## src/rtl/loader_pkg.sv

```systemverilog
// Shared constants for the boot-stream IMEM loader: state encodings,
// length-field size and default IMEM depth.
package loader_pkg;

    localparam int LEN_BYTES       = 2;
    localparam int DEPTH_WORDS_DEF = 256;

    typedef logic [2:0] state_t;

    localparam state_t ST_IDLE   = 3'd0;
    localparam state_t ST_LEN_LO = 3'd1;
    localparam state_t ST_LEN_HI = 3'd2;
    localparam state_t ST_DATA   = 3'd3;
    localparam state_t ST_CSUM   = 3'd4;
    localparam state_t ST_DONE   = 3'd5;
    localparam state_t ST_ERR    = 3'd6;

    // A load must carry at least one word and must fit in the IMEM.
    function automatic logic len_ok(input logic [15:0] n, input int depth);
        return (n != 16'd0) && (int'(n) <= depth);
    endfunction

endpackage

```

## src/rtl/byte_packer.sv

```systemverilog
// Packs a byte stream little-endian into 32-bit words; word_done is a
// combinational pulse on the byte that completes a word.
module byte_packer (
    input  logic        clk,
    input  logic        rst,
    input  logic        clear,
    input  logic        byte_valid,
    input  logic [7:0]  byte_data,
    output logic        word_done,
    output logic [31:0] word
);

    logic [1:0]  lane;
    logic [31:0] shift_reg;

    assign word_done = byte_valid && (lane == 2'd3);
    // Newest byte enters at the top, so the first byte ends up in [7:0].
    assign word      = {byte_data, shift_reg[31:8]};

    always_ff @(posedge clk or posedge rst) begin
        if (rst) begin
            lane      <= 2'd0;
            shift_reg <= 32'd0;
        end else if (clear) begin
            lane      <= 2'd0;
            shift_reg <= 32'd0;
        end else if (byte_valid) begin
            lane      <= lane + 2'd1;
            shift_reg <= word;
        end
    end

endmodule

```

## src/rtl/imem_loader.sv

```systemverilog
// Boot-stream loader: receives a length-prefixed, XOR-checksummed byte stream,
// writes it to IMEM word by word and releases the core reset on success.
//
// state   | meaning
// IDLE    | waiting for start, core held in reset
// LEN_LO  | expecting low byte of word count
// LEN_HI  | expecting high byte of word count, then range check
// DATA    | receiving 4*N data bytes
// CSUM    | expecting checksum byte
// DONE    | load good, core released
// ERR     | length or checksum failure, core held in reset
module imem_loader
    import loader_pkg::*;
#(
    parameter int DEPTH_WORDS = DEPTH_WORDS_DEF
) (
    input  logic        clk,
    input  logic        rst,
    input  logic        start,
    input  logic        in_valid,
    input  logic [7:0]  in_data,
    output logic        in_ready,
    output logic        imem_we,
    output logic [31:0] imem_addr,
    output logic [31:0] imem_wdata,
    output logic        cpu_rst_n,
    output logic        busy,
    output logic        done,
    output logic        error
);

    state_t      state, state_nxt;
    logic        acc;
    logic        load_req;
    logic [7:0]  len_lo;
    logic [15:0] words_left;
    logic [15:0] word_addr;
    logic [7:0]  csum_xor;
    logic        data_byte;
    logic        word_done;
    logic [31:0] word;

    assign in_ready  = (state == ST_LEN_LO) || (state == ST_LEN_HI) ||
                       (state == ST_DATA)   || (state == ST_CSUM);
    assign busy      = in_ready;
    assign done      = (state == ST_DONE);
    assign error     = (state == ST_ERR);
    assign cpu_rst_n = (state == ST_DONE);

    assign acc       = in_valid && in_ready;
    assign load_req  = start && ((state == ST_IDLE) || (state == ST_DONE) || (state == ST_ERR));
    assign data_byte = acc && (state == ST_DATA);

    byte_packer u_packer (
        .clk        (clk),
        .rst        (rst),
        .clear      (load_req),
        .byte_valid (data_byte),
        .byte_data  (in_data),
        .word_done  (word_done),
        .word       (word)
    );

    always_comb begin
        state_nxt = state;
        case (state)
            ST_IDLE, ST_DONE, ST_ERR: if (load_req) state_nxt = ST_LEN_LO;
            ST_LEN_LO: if (acc) state_nxt = ST_LEN_HI;
            ST_LEN_HI: if (acc) state_nxt = len_ok({in_data, len_lo}, DEPTH_WORDS) ? ST_DATA : ST_ERR;
            ST_DATA:   if (word_done && (words_left == 16'd1)) state_nxt = ST_CSUM;
            ST_CSUM:   if (acc) state_nxt = (in_data == csum_xor) ? ST_DONE : ST_ERR;
            default:   state_nxt = ST_IDLE;
        endcase
    end

    always_ff @(posedge clk or posedge rst) begin
        if (rst) begin
            state <= ST_IDLE;
        end else begin
            state <= state_nxt;
        end
    end

    // words_left is a down-counter; the word completed at count 1 is the last.
    always_ff @(posedge clk or posedge rst) begin
        if (rst) begin
            len_lo     <= 8'd0;
            words_left <= 16'd0;
            word_addr  <= 16'd0;
            csum_xor   <= 8'd0;
            imem_we    <= 1'b0;
            imem_addr  <= 32'd0;
            imem_wdata <= 32'd0;
        end else begin
            if (load_req) begin
                csum_xor <= 8'd0;
            end
            if (acc && (state == ST_LEN_LO)) begin
                len_lo <= in_data;
            end
            if (acc && (state == ST_LEN_HI)) begin
                words_left <= {in_data, len_lo};
                word_addr  <= 16'd0;
            end
            if (data_byte) begin
                csum_xor <= csum_xor ^ in_data;
            end
            if (word_done) begin
                words_left <= words_left - 16'd1;
                word_addr  <= word_addr + 16'd1;
                imem_addr  <= {14'd0, word_addr, 2'b00};
                imem_wdata <= word;
            end
            imem_we <= word_done;
        end
    end

endmodule

```

## config.mk

```make
export PLATFORM = sky130hd
export DESIGN_NAME = imem_loader
export DESIGN_NICKNAME = d
export VERILOG_FILES = /design/src/rtl/loader_pkg.sv /design/src/rtl/byte_packer.sv /design/src/rtl/imem_loader.sv
export SDC_FILE = /design/constraint.sdc
export NUM_CORES = 1
export LEC_CHECK = 0
export ABC_AREA = 1
export CORE_MARGIN = 2
export CORE_UTILIZATION = 45
export DETAILED_ROUTE_END_ITERATION = 16
export GPL_ROUTABILITY_DRIVEN = 0
export PLACE_DENSITY_LB_ADDON = 0.3
export SKIP_CTS_REPAIR_TIMING = 1
export SLEW_MARGIN = 20
export SYNTH_ARGS = -nofsm -noshare
export SYNTH_HDL_FRONTEND = slang
export SYNTH_SLANG_ARGS = --single-unit
```

## constraint.sdc

```tcl
create_clock -name clk -period 5.05 [get_ports clk]
set_input_delay 1.01 -clock clk [delete_from_list [all_inputs] [get_ports clk]]
set_output_delay 1.01 -clock clk [all_outputs]
set_load 0.02 [all_outputs]
```

-- After elaboration in Yosys (flattened, before gate mapping)
Index checks and enable logic that the tools add are counted.
- input bits: 12
- bits in writable memories: 0
- memory bits (read-only): 0
- memories kept: 0
- register bits: 134
- latch bits: 0
- divide/modulo/power cells: 0
- order comparisons: 1
- multiplexer cells: 18
- bitwise operators: 1
- equality and inequality tests: 14
- multipliers: 0
- shift-type cells: 0
- $add $sub $neg: 3
- reduce and logical (&&, ||, !) cells: 19
- operators by type and width (cell ; count):
    $mux 16 ; 4
    $mux 32 ; 2
    $mux 3 ; 6
    $add 16x1->16 const B ; 1
    $eq 16x1->1 const B ; 1
    $le 16x9->1 const B ; 1
    $mux 8 ; 2
    $reduce_bool 16->1 ; 1
    $sub 16x1->16 const B ; 1
    $pmux 3 s5 ; 1
    $eq 3x3->1 const B ; 3
    $eq 8x8->1 ; 1
    $logic_and 1x1->1 ; 8
    $ne 2x2->1 const B ; 4
    $xor 8x8->8 ; 1
    $eq 3x2->1 const B ; 2
    $mux 2 ; 3
    $logic_or 1x1->1 ; 5
    $reduce_and 5->1 ; 1
    $reduce_bool 2->1 ; 2
    $eq 3x1->1 const B ; 1
    $logic_not 3->1 ; 1
    $reduce_or 3->1 ; 1
    $add 2x1->2 const B ; 1
    other kinds (2) ; 2

-- Depth between registers and ports, before layout
Gate-level depths: netlist (run 1).
- depth after elaboration: 10
- gate-level depth with buffers: 11
- depth with buffers taken out: 11

-- By module
From an unflattened synthesis (run 1), not the netlist that was laid out.
- cell total of the unflattened synthesis: 753
- area, all modules: 6228.5 µm²
- modules (own cells, without submodules) (module ; cells each ; times used ; seq. area each (µm²) ; area each (µm²)):
    imem_loader ; 627 ; 1 ; 2502.4 ; 4959.8
    byte_packer ; 126 ; 1 ; 650.6 ; 1268.7

-- Worst setup path before layout (run 1)
No wires, ideal clock.
- path type: reg-to-output
- start point: register state[1]
- end point: output done
- slack: 2.908 ns
- path buffers: 1
- arrival: 1.132 ns
- stages on the path, launching flop included: 5
- path through: dfrtp_1 -> inv_1 -> nand2_1 -> nor2_1 -> buf_4
- longest elaborated chain between the ends: 1
- ends and longest elaborated chain (item ; RTL line ; source):
    from (decl) ; imem_loader.sv:32 ; state_t state, state_nxt;
    from (signal assigned) ; imem_loader.sv:80 ; state <= state_nxt;
    $eq 3x3->1 ; n/a ;
    to (decl) ; imem_loader.sv:28 ; output logic done,
Every way passes these cells.

-- Worst setup path in the final report (run 1)
- start point: register state[1]
- end point: output done
- longest elaborated chain between the ends: 1
- ends and longest elaborated chain (item ; RTL line ; source):
    $eq 3x3->1 ; imem_loader.sv:46 ; assign done = (state == ST_DONE);
Every way passes these cells.

==> results of run 1 <==
==> power by group <==
part	switching, mW	total (mW)	internal (mW)	leakage (nW)
Clock	0.432	1.33	0.898	0.305
Combinational	0.584	0.904	0.320	1.68
Sequential	0.176	1.39	1.21	1.71
Total	1.19	3.62	2.43	3.69
==> worst register-to-register path, cell delays in order (launching register included) <==
cell     delay (ns)
dfrtp_1        0.46
nand2_2        0.11
inv_2          0.05
nand2_2        0.23
nor2_4         0.06
inv_2          0.58
buf_4          0.42
nor3_2         0.09
a21oi_1        0.14
a21oi_1        0.06
==> worst min-delay path by stage <==
| stage | startpoint | endpoint | slack, ns | cells past startpoint |
|---|---|---|---|---|
| floorplan | u_packer.shift_reg[8]$_DFFE_PP0P_ | imem_wdata[0]$_DFFE_PP0P_ | 0.45 | 2 |
| global placement | imem_addr[13]$_DFFE_PP0P_ | imem_addr[13]$_DFFE_PP0P_ | 0.46 | 2 |
| detailed placement | imem_wdata[6]$_DFFE_PP0P_ | imem_wdata[6]$_DFFE_PP0P_ | 0.46 | 2 |
| CTS | imem_wdata[6]$_DFFE_PP0P_ | imem_wdata[6]$_DFFE_PP0P_ | 0.48 | 2 |
| global route | imem_wdata[9]$_DFFE_PP0P_ | imem_wdata[9]$_DFFE_PP0P_ | 0.49 | 2 |
| finish | imem_wdata[13]$_DFFE_PP0P_ | imem_wdata[13]$_DFFE_PP0P_ | 0.47 | 2 |
==> routing by layer <==
metal / vias up / routed length, um
met2: 123 / 6540
met1: 2288 / 5700
met3: 21 / 570
met4: 0 / 231
li1: 2356 / -
met5: - / 0
==> through the flow <==
step | worst slack, ns | hold slack, ns | cell area, sq um
after floorplan | 0.684 | 0.450 | 5980
after global placement | 1.82 | 0.458 | 6610
after detailed placement | 1.75 | 0.462 | 6610
after CTS | 2.09 | 0.478 | 7250
after global routing | 1.95 | 0.491 | 7250
final | 2.13 | 0.474 | 7250
==> layout by cell type, fill, tap and decap left out, types with 3 or more instances in the layout <==
cell	instances
nor3_1	3
o221ai_1	5
xor2_1	5
conb_1	16
clkdlybuf4s50_1	65
a22oi_1	28
o22ai_1	14
o21ai_0	35
nand2_2	5
o211ai_1	6
buf_4	4
ha_1	4
nor2_1	46
inv_2	5
clkinvlp_4	3
inv_1	92
dfrtp_1	126
nand2_1	220
bufinv_16	5
clkbuf_16	17
a21oi_1	9
nand4_1	5
nand3_1	37
==> cells by family after synthesis <==
kind of cell | after synthesis | synth area share
compound gates | 107 | 0.114
xor+xnor | 5 | 0.00739
fa+ha+maj | 4 | 0.00844
buf+inv | 139 | 0.108
flops | 126 | 0.532
mux | 1 | 0.00169
other cells | 1 | 0.000633
simple gates | 326 | 0.227
==> synth_stat cells, types with 3 or more instances <==
cell type / instances
a21oi_1: 9
a22oi_1: 28
buf_2: 13
buf_4: 18
buf_6: 5
clkbuf_1: 5
dfrtp_1: 126
ha_1: 4
inv_1: 93
inv_2: 5
nand2_1: 220
nand2_2: 5
nand3_1: 37
nand4_1: 5
nor2_1: 46
nor3_1: 3
o211ai_1: 6
o21ai_0: 35
o221ai_1: 5
o22ai_1: 14
xor2_1: 5
==> layout make-up <==
| class | instances | area share |
|---|---|---|
| clock inverter | 10 | 0.0257 |
| multi-input combinational | 459 | 0.302 |
| clock buffer | 21 | 0.0635 |
| inverter | 98 | 0.0511 |
| tap | 172 | 0.0297 |
| sequential | 126 | 0.435 |
| timing repair buffer | 69 | 0.0938 |
==> impl_metrics.env, run 1 <==
export IMPL_max_stage_delay_ns=0.64
export IMPL_start_kind="flip-flop"
export IMPL_relSlewSlack=0.466
export IMPL_ys_flop_type="dfrtp_1"
export IMPL_status="finished, final reports clean"
export IMPL_use_met3=0.0405
export IMPL_worstSetupPathDepth=4
export IMPL_hp_class="reg -> reg"
export IMPL_dp_cells=924
export IMPL_clock_latency_ns=0.42
export IMPL_via_per_inst=5.01
export IMPL_area_delta_synth_final_pct=22.4
export IMPL_post_route_min_period_ns=2.92
export IMPL_setup_tns_ns=0
export IMPL_yosysTopAreaCellShare=0.532
export IMPL_maxSlewViolCount=0
export IMPL_finClkSkew_ns=0.00881
export IMPL_critPathRequiredTime_ns=4.04
export IMPL_met2_usage=0.335
export IMPL_grt_max_degree=59
export IMPL_num_rows=41
export IMPL_multi_input_area_sq_um=2190
export IMPL_gr_max_usage_layer="met2"
export IMPL_path_cells="inv_1, nand2_1, nor2_1, clkdlybuf4s50_1"
export IMPL_yosysTopAreaCell="dfrtp_1"
export IMPL_cts_num_sinks=126
export IMPL_first_pass_iters=5
export IMPL_antenna_left=0
export IMPL_clockRootBuffer="clkbuf_16"
export IMPL_largest_reg_flops=32
export IMPL_crit_type="reg -> out"
export IMPL_drt_iter0_markers=438
export IMPL_cts_buffer_depth=2
export IMPL_fin_nets=787
export IMPL_routed_wl_um=13000
export IMPL_synth_area_sq_um=5930
export IMPL_crit_arrival_ns=1.91
export IMPL_synthCells=709
export IMPL_grt_pass1_vias=4815
export IMPL_wl_per_cell_um=13.7
export IMPL_fp_dieW_um=119
export IMPL_cap_viol_max_count=0
export IMPL_worst_path_max_delay_cell="clkdlybuf4s50_1"
export IMPL_grt_overflow=0
export IMPL_rsz0062_at_grt="false"
export IMPL_worstReg2RegEnd="word_addr[9]$_DFFE_PP0P_"
export IMPL_synth_distinct_cells=36
export IMPL_place_hpwl_um=8980
export IMPL_yosysSeqAreaShare=0.532
export IMPL_worstPathBufferInverterCount=2
export IMPL_power_total_mw=3.62
export IMPL_finalNonFillerCells=955
export IMPL_vdd_ir_drop_max_mv=0.396
export IMPL_drc=0
export IMPL_synth_seq_cells=126
export IMPL_finalHoldViolations=0
export IMPL_start_util=0.466
export IMPL_fmax_mhz=342
export IMPL_fin_crit_sh=0.579
export IMPL_io_buffers=65
export IMPL_total_leakage_power_nw=3.69
export IMPL_post_route_util=0.570
export IMPL_antenna_cells=0
export IMPL_p_per_area_nw_per_um2=499
export IMPL_grt_util_all_layers=0.198
export IMPL_ff_latch_area_sq_um=3150
export IMPL_critPathLaunch="state[1]$_DFFE_PP0P_"
export IMPL_worst_pin_slew_ns=0.800
export IMPL_r2r_setup_slack_ns=2.73
export IMPL_htreeDepth=4
export IMPL_fillers=1144
export IMPL_timing_rr_start="state[1]$_DFFE_PP0P_"
export IMPL_cts_clk_slew_worst_paths_ns=0.05
export IMPL_fp_dieH_um=119
export IMPL_setup_violations=0
export IMPL_ys_warn_count=0
export IMPL_cts_tree="done"
export IMPL_synth_area_top_cells="dfrtp_1, nand2_1, inv_1"
export IMPL_cp_endpoint="done"
export IMPL_cts_made_buffers=17
export IMPL_synth_edf_count=0
export IMPL_ff2ff_path_depth=9
export IMPL_num_vias=4788
export IMPL_grt_util_met1=0.247
export IMPL_grt_pass1_wl_um=22400
export IMPL_endpoint_kind="primary output"
export IMPL_io_pins=82
export IMPL_postSynth_asyncResetShare=1.00
export IMPL_die_area_sq_um=14100
export IMPL_drive_gt1_frac=0.0677
export IMPL_worstPathMaxFanout=6
export IMPL_avgSynthCellArea_sq_um=8.36
export IMPL_path_delay_family="buffers and inverters"
export IMPL_coreArea_sq_um=12700
export IMPL_antenna_found_initial=0
Power figures use the tool's default switching activity.
==> inputs of run 2 (changes only) <==
==> constraint.sdc (replaced) <==
create_clock -name clk -period 2.9 [get_ports clk]
set_input_delay 0.58 -clock clk [delete_from_list [all_inputs] [get_ports clk]]
set_output_delay 0.58 -clock clk [all_outputs]
set_load 0.02 [all_outputs]
==> run 2 against run 1 <==
  * Critical endpoint is now busy
  * Sequential power grew 73%
  * Sequential cell count is the same
  * Worst setup slack lost 1.7 ns
  * Clock power grew 51%
  * Critical path type unchanged
  * Register-to-register slack lost 1.9 ns
  * Die area is the same
  * Sequential share of layout area grew 0.15 points
  * Clock skew shrank 0.0042 ns
  * Worst hold slack lost 0.0042 ns
  * Global-route usage shrank 0.069 points
  * Non-clock buffer count grew 4
==> impl_metrics.env, run 2 (same netlist as run 1, synthesis figures left out) <==
export IMPL_fillers=1201
export IMPL_worstReg2RegEnd="words_left[14]$_DFFE_PP0P_"
export IMPL_wl_met2_um=6460
export IMPL_r2r_setup_slack_ns=0.81
export IMPL_antenna_left=0
export IMPL_cap_viol_max_count=0
export IMPL_drt_iter0_markers=328
export IMPL_relSlewSlack=0.520
export IMPL_cts_tree="done"
export IMPL_worst_pin_slew_ns=0.718
export IMPL_wl_met1_um=5540
export IMPL_fp_dieW_um=119
export IMPL_fin_nets=791
export IMPL_num_rows=41
export IMPL_grt_max_degree=57
export IMPL_io_buffers=65
export IMPL_finalNonFillerCells=957
export IMPL_final_common_cell="nand2_1"
export IMPL_timing_hold_ws_ns=0.470
export IMPL_cts_clk_slew_worst_paths_ns=0.05
export IMPL_setup_tns_ns=0
export IMPL_wl_per_cell_um=13.5
export IMPL_worstPathMaxFanout=7
export IMPL_hold_end="imem_addr[11]$_DFFE_PP0P_"
export IMPL_die_area_sq_um=14100
export IMPL_largest_reg_flops=32
export IMPL_clock_latency_ns=0.41
export IMPL_cts_buffer_depth=2
export IMPL_via_per_inst=5.06
export IMPL_fmax_mhz=404
export IMPL_wl_met3_um=723
export IMPL_start_kind="flip-flop"
export IMPL_p_per_area_nw_per_um2=829
export IMPL_antenna_found_initial=0
export IMPL_grt_util_all_layers=0.197
export IMPL_critPathRequiredTime_ns=2.32
export IMPL_drive_gt1_frac=0.0701
export IMPL_timing_rr_start="state[0]$_DFFE_PP0P_"
export IMPL_crit_arrival_ns=1.89
export IMPL_final_cell_mix="nand2_1, dfrtp_1, inv_1, clkdlybuf4s50_1, nor2_1"
export IMPL_htreeDepth=4
export IMPL_cts_made_buffers=17
export IMPL_highest_layer="met4"
export IMPL_coreArea_sq_um=12700
export IMPL_hold_depth=2
export IMPL_vdd_ir_drop_max_mv=0.521
export IMPL_fp_dieH_um=119
export IMPL_status="finished, final reports clean"
export IMPL_setup_violations=0
export IMPL_drc=0
export IMPL_hp_class="reg -> reg"
export IMPL_total_leakage_power_nw=3.69
export IMPL_cts_num_sinks=126
export IMPL_hold_start="imem_addr[11]$_DFFE_PP0P_"
export IMPL_finClkSkew_ns=0.00460
export IMPL_dp_slack_ns=0.264
export IMPL_post_route_min_period_ns=2.47
export IMPL_antenna_cells=0
export IMPL_endpoint_kind="primary output"
export IMPL_grt_pass1_vias=4704
export IMPL_place_hpwl_um=9000
export IMPL_final_setup_worst_slack_ns=0.427
export IMPL_start_util=0.466
export IMPL_crit_type="reg -> out"
export IMPL_grt_pass1_wl_um=22100
export IMPL_fin_crit_sh=0.853
export IMPL_area_delta_synth_final_pct=22.0
export IMPL_ff2ff_path_depth=9
export IMPL_routed_wl_um=12900
export IMPL_num_vias=4844
export IMPL_clockRootBuffer="clkbuf_16"
export IMPL_dp_cells=928
export IMPL_first_pass_iters=5
export IMPL_io_pins=82
export IMPL_finalHoldViolations=0
export IMPL_power_total_mw=5.99
export IMPL_rsz0062_at_grt="false"
export IMPL_grt_overflow=0
export IMPL_maxSlewViolCount=0
-- run 2: changes by cell type in the layout (fill, tap and decap cells not counted) --
cell and change:
inv_4 -1, clkinvlp_4 -1, clkinv_4 -1, buf_4 +1, buf_12 +3, bufinv_16 -3, clkinv_2 +4
-- run 2: cell type report --
cell class / count / area [sq um] / area share
sequential: 126 / 3150 / 0.436
multi-input combinational: 459 / 2190 / 0.303
timing repair buffer: 73 / 748 / 0.103
clock buffer: 21 / 460 / 0.0637
inverter: 98 / 372 / 0.0514
tap: 172 / 215 / 0.0298
clock inverter: 8 / 92.6 / 0.0128
-- run 2: worst max-delay path by stage --
stage	from	to	cells past startpoint
floorplan	rst	csum_xor[0]$_DFFE_PP0P_	1
global placement	in_valid	words_left[13]$_DFFE_PP0P_	10
detailed placement	in_valid	words_left[15]$_DFFE_PP0P_	10
CTS	state[1]$_DFFE_PP0P_	done	4
global route	state[1]$_DFFE_PP0P_	done	4
finish	state[2]$_DFFE_PP0P_	busy	4
-- run 2: worst max-delay path, cell delays in order, from the launching register on --
cell             delay, ns
dfrtp_1               0.45
inv_1                 0.20
o21ai_2               0.11
nand2_1               0.11
clkdlybuf4s50_1       0.61
-- run 2: per-stage QoR --
step / cell area, sq um / utilization
after floorplan: 5990 / -
after global placement: 6680 / 0.525
after detailed placement: 6680 / 0.525
after CTS: 7230 / 0.568
after global routing: 7230 / 0.568
final: 7230 / 0.568
-- run 2: metal layers --
metal	vias to the layer above	global-route usage
met5	-	0
met4	0	0.0818
met3	19	0.0545
met2	145	0.325
met1	2311	0.244
li1	2369	-
-- run 2: power by group --
part	internal (mW)	leakage [nW]	switching, mW	total (mW)
combinational	0.567	1.70	1.01	1.57
clock	1.28	0.274	0.722	2.01
sequential	2.11	1.71	0.303	2.41
total	3.96	3.69	2.03	5.99
==> inputs of run 3 (changes only) <==
--- a/config.mk
+++ b/config.mk
@@ -10,7 +10,7 @@
 export CORE_UTILIZATION = 45
 export DETAILED_ROUTE_END_ITERATION = 16
 export GPL_ROUTABILITY_DRIVEN = 0
-export PLACE_DENSITY_LB_ADDON = 0.3
+export PLACE_DENSITY = 0.69
 export SKIP_CTS_REPAIR_TIMING = 1
 export SLEW_MARGIN = 20
 export SYNTH_ARGS = -nofsm -noshare
==> run 3 against run 2 <==
  * Wire length grew 0.60%
  * Sequential cell count is the same
  * Global-route usage shrank 0.11 points
  * Register-to-register slack is essentially flat
  * Clock-buffer cell count shrank 3
  * Utilization grew 1.1 points
  * Via count is essentially flat
  * Combinational power is essentially flat
  * Non-clock buffer count grew 1
  * Critical path depth is the same
  * Cell count grew 0.42%
  * Largest power group unchanged
==> impl_metrics.env, run 3 (same netlist as run 1, synthesis figures left out) <==
export IMPL_maxSlewViolCount=0
export IMPL_fp_dieW_um=119
export IMPL_antenna_cells=0
export IMPL_p_int_mw=4.31
export IMPL_drc=0
export IMPL_area_delta_synth_final_pct=24.4
export IMPL_worst_pin_slew_ns=0.707
export IMPL_finClkSkew_ns=0.00780
export IMPL_coreArea_sq_um=12700
export IMPL_antenna_left=0
export IMPL_cts_num_sinks=126
export IMPL_wl_per_cell_um=13.5
export IMPL_p_per_area_nw_per_um2=866
export IMPL_clockRootBuffer="clkbuf_16"
export IMPL_post_route_min_period_ns=2.47
export IMPL_fin_nets=792
export IMPL_endpoint_kind="primary output"
export IMPL_num_rows=41
export IMPL_grt_overflow=0
export IMPL_grt_pass1_wl_um=22100
export IMPL_switchingPower_mw=2.07
export IMPL_setup_violations=0
export IMPL_combPwrFrac=0.245
export IMPL_critPathLaunch="state[2]$_DFFE_PP0P_"
export IMPL_die_area_sq_um=14100
export IMPL_crit_type="reg -> out"
export IMPL_fin_crit_sh=0.853
export IMPL_cts_tree="done"
export IMPL_worstPathMaxFanout=7
export IMPL_routed_wl_um=13000
export IMPL_grt_max_degree=57
export IMPL_via_per_inst=5.04
export IMPL_ff_latch_area_sq_um=3150
export IMPL_drt_iter0_markers=304
export IMPL_relSlewSlack=0.528
export IMPL_rsz0062_at_grt="false"
export IMPL_cap_viol_max_count=0
export IMPL_finalHoldViolations=0
export IMPL_crit_arrival_ns=1.89
export IMPL_first_pass_iters=5
export IMPL_vdd_ir_drop_max_mv=0.463
export IMPL_antenna_found_initial=0
export IMPL_drive_gt1_frac=0.0773
export IMPL_cts_clk_slew_worst_paths_ns=0.05
export IMPL_start_util=0.466
export IMPL_switching_share=0.324
export IMPL_fmax_mhz=404
export IMPL_critPathRequiredTime_ns=2.32
export IMPL_hp_class="reg -> reg"
export IMPL_num_vias=4845
export IMPL_place_hpwl_um=9060
export IMPL_p_seq_frac=0.378
export IMPL_status="finished, final reports clean"
export IMPL_grt_pass1_vias=4645
export IMPL_timing_rr_start="state[0]$_DFFE_PP0P_"
export IMPL_fillers=1153
export IMPL_io_pins=82
export IMPL_total_leakage_power_nw=3.74
export IMPL_grt_util_all_layers=0.196
export IMPL_htreeDepth=4
export IMPL_final_cell_mix="nand2_1, dfrtp_1, inv_1, clkdlybuf4s50_1, nor2_1"
export IMPL_clkPwrFrac=0.377
export IMPL_power_total_mw=6.39
export IMPL_post_route_util=0.580
export IMPL_final_common_cell="nand2_1"
export IMPL_clock_latency_ns=0.41
export IMPL_cts_buffer_depth=2
export IMPL_io_buffers=65
export IMPL_fp_dieH_um=119
export IMPL_hold_start="imem_addr[13]$_DFFE_PP0P_"
export IMPL_start_kind="flip-flop"
export IMPL_setup_tns_ns=0
export IMPL_cts_made_buffers=17
export IMPL_multi_input_area_sq_um=2190
export IMPL_largest_reg_flops=32
[run 3: area by class of cell]
type	count	share of cell area
Clock buffer	18	0.0596
Clock inverter	14	0.0324
Inverter	98	0.0504
Multi-Input combinational cell	459	0.297
Sequential cell	126	0.428
Tap cell	172	0.0292
Timing Repair Buffer	74	0.104
[run 3: final timing paths]
check | endpoint | slack, ns | depth (start not counted)
setup reg to reg | words_left[13]$_DFFE_PP0P_ | 0.80 | 9
hold reg to reg | imem_addr[13]$_DFFE_PP0P_ | 0.47 | 2
max in group asynchronous | imem_wdata[6]$_DFFE_PP0P_ | 1.62 | 3
min in group asynchronous | imem_wdata[27]$_DFFE_PP0P_ | 0.63 | 2
setup / recovery | in_ready | 0.43 | 4
hold / removal | imem_addr[13]$_DFFE_PP0P_ | 0.47 | 2
[run 3: power by group through the flow]
stage	logic, mW	registers [mW]	clock network (mW)
floorplan	1.26	2.37	0
global placement	1.51	2.42	0
detailed placement	1.56	2.43	0
CTS	1.57	2.41	2.45
global route	1.79	2.46	2.53
finish	1.56	2.42	2.41
[run 3: per-stage QoR]
stage | hold slack, ns | area, sq um | worst slack [ns] | instances
floorplan | 0.450 | 5990 | 0.767 | 724
global placement | 0.456 | 6700 | 0.334 | 929
detailed placement | 0.462 | 6700 | 0.281 | 929
CTS | 0.476 | 7370 | 0.408 | 961
global route | 0.497 | 7370 | 0.295 | 961
finish | 0.471 | 7370 | 0.425 | 961
[run 3: critical path, stage by stage, from the launching register on]
cell and delay, ns:
dfrtp_1 0.44, inv_1 0.20, o21ai_2 0.11, nand2_1 0.12
clkdlybuf4s50_1 0.62
[run 3: per-layer routing]
layer,vias up,GRT usage,routed length (um)
li1,2365,-,-
met1,2309,0.251,5780
met2,152,0.318,6330
met3,19,0.0463,676
met4,0,0.0856,204
met5,-,0,0
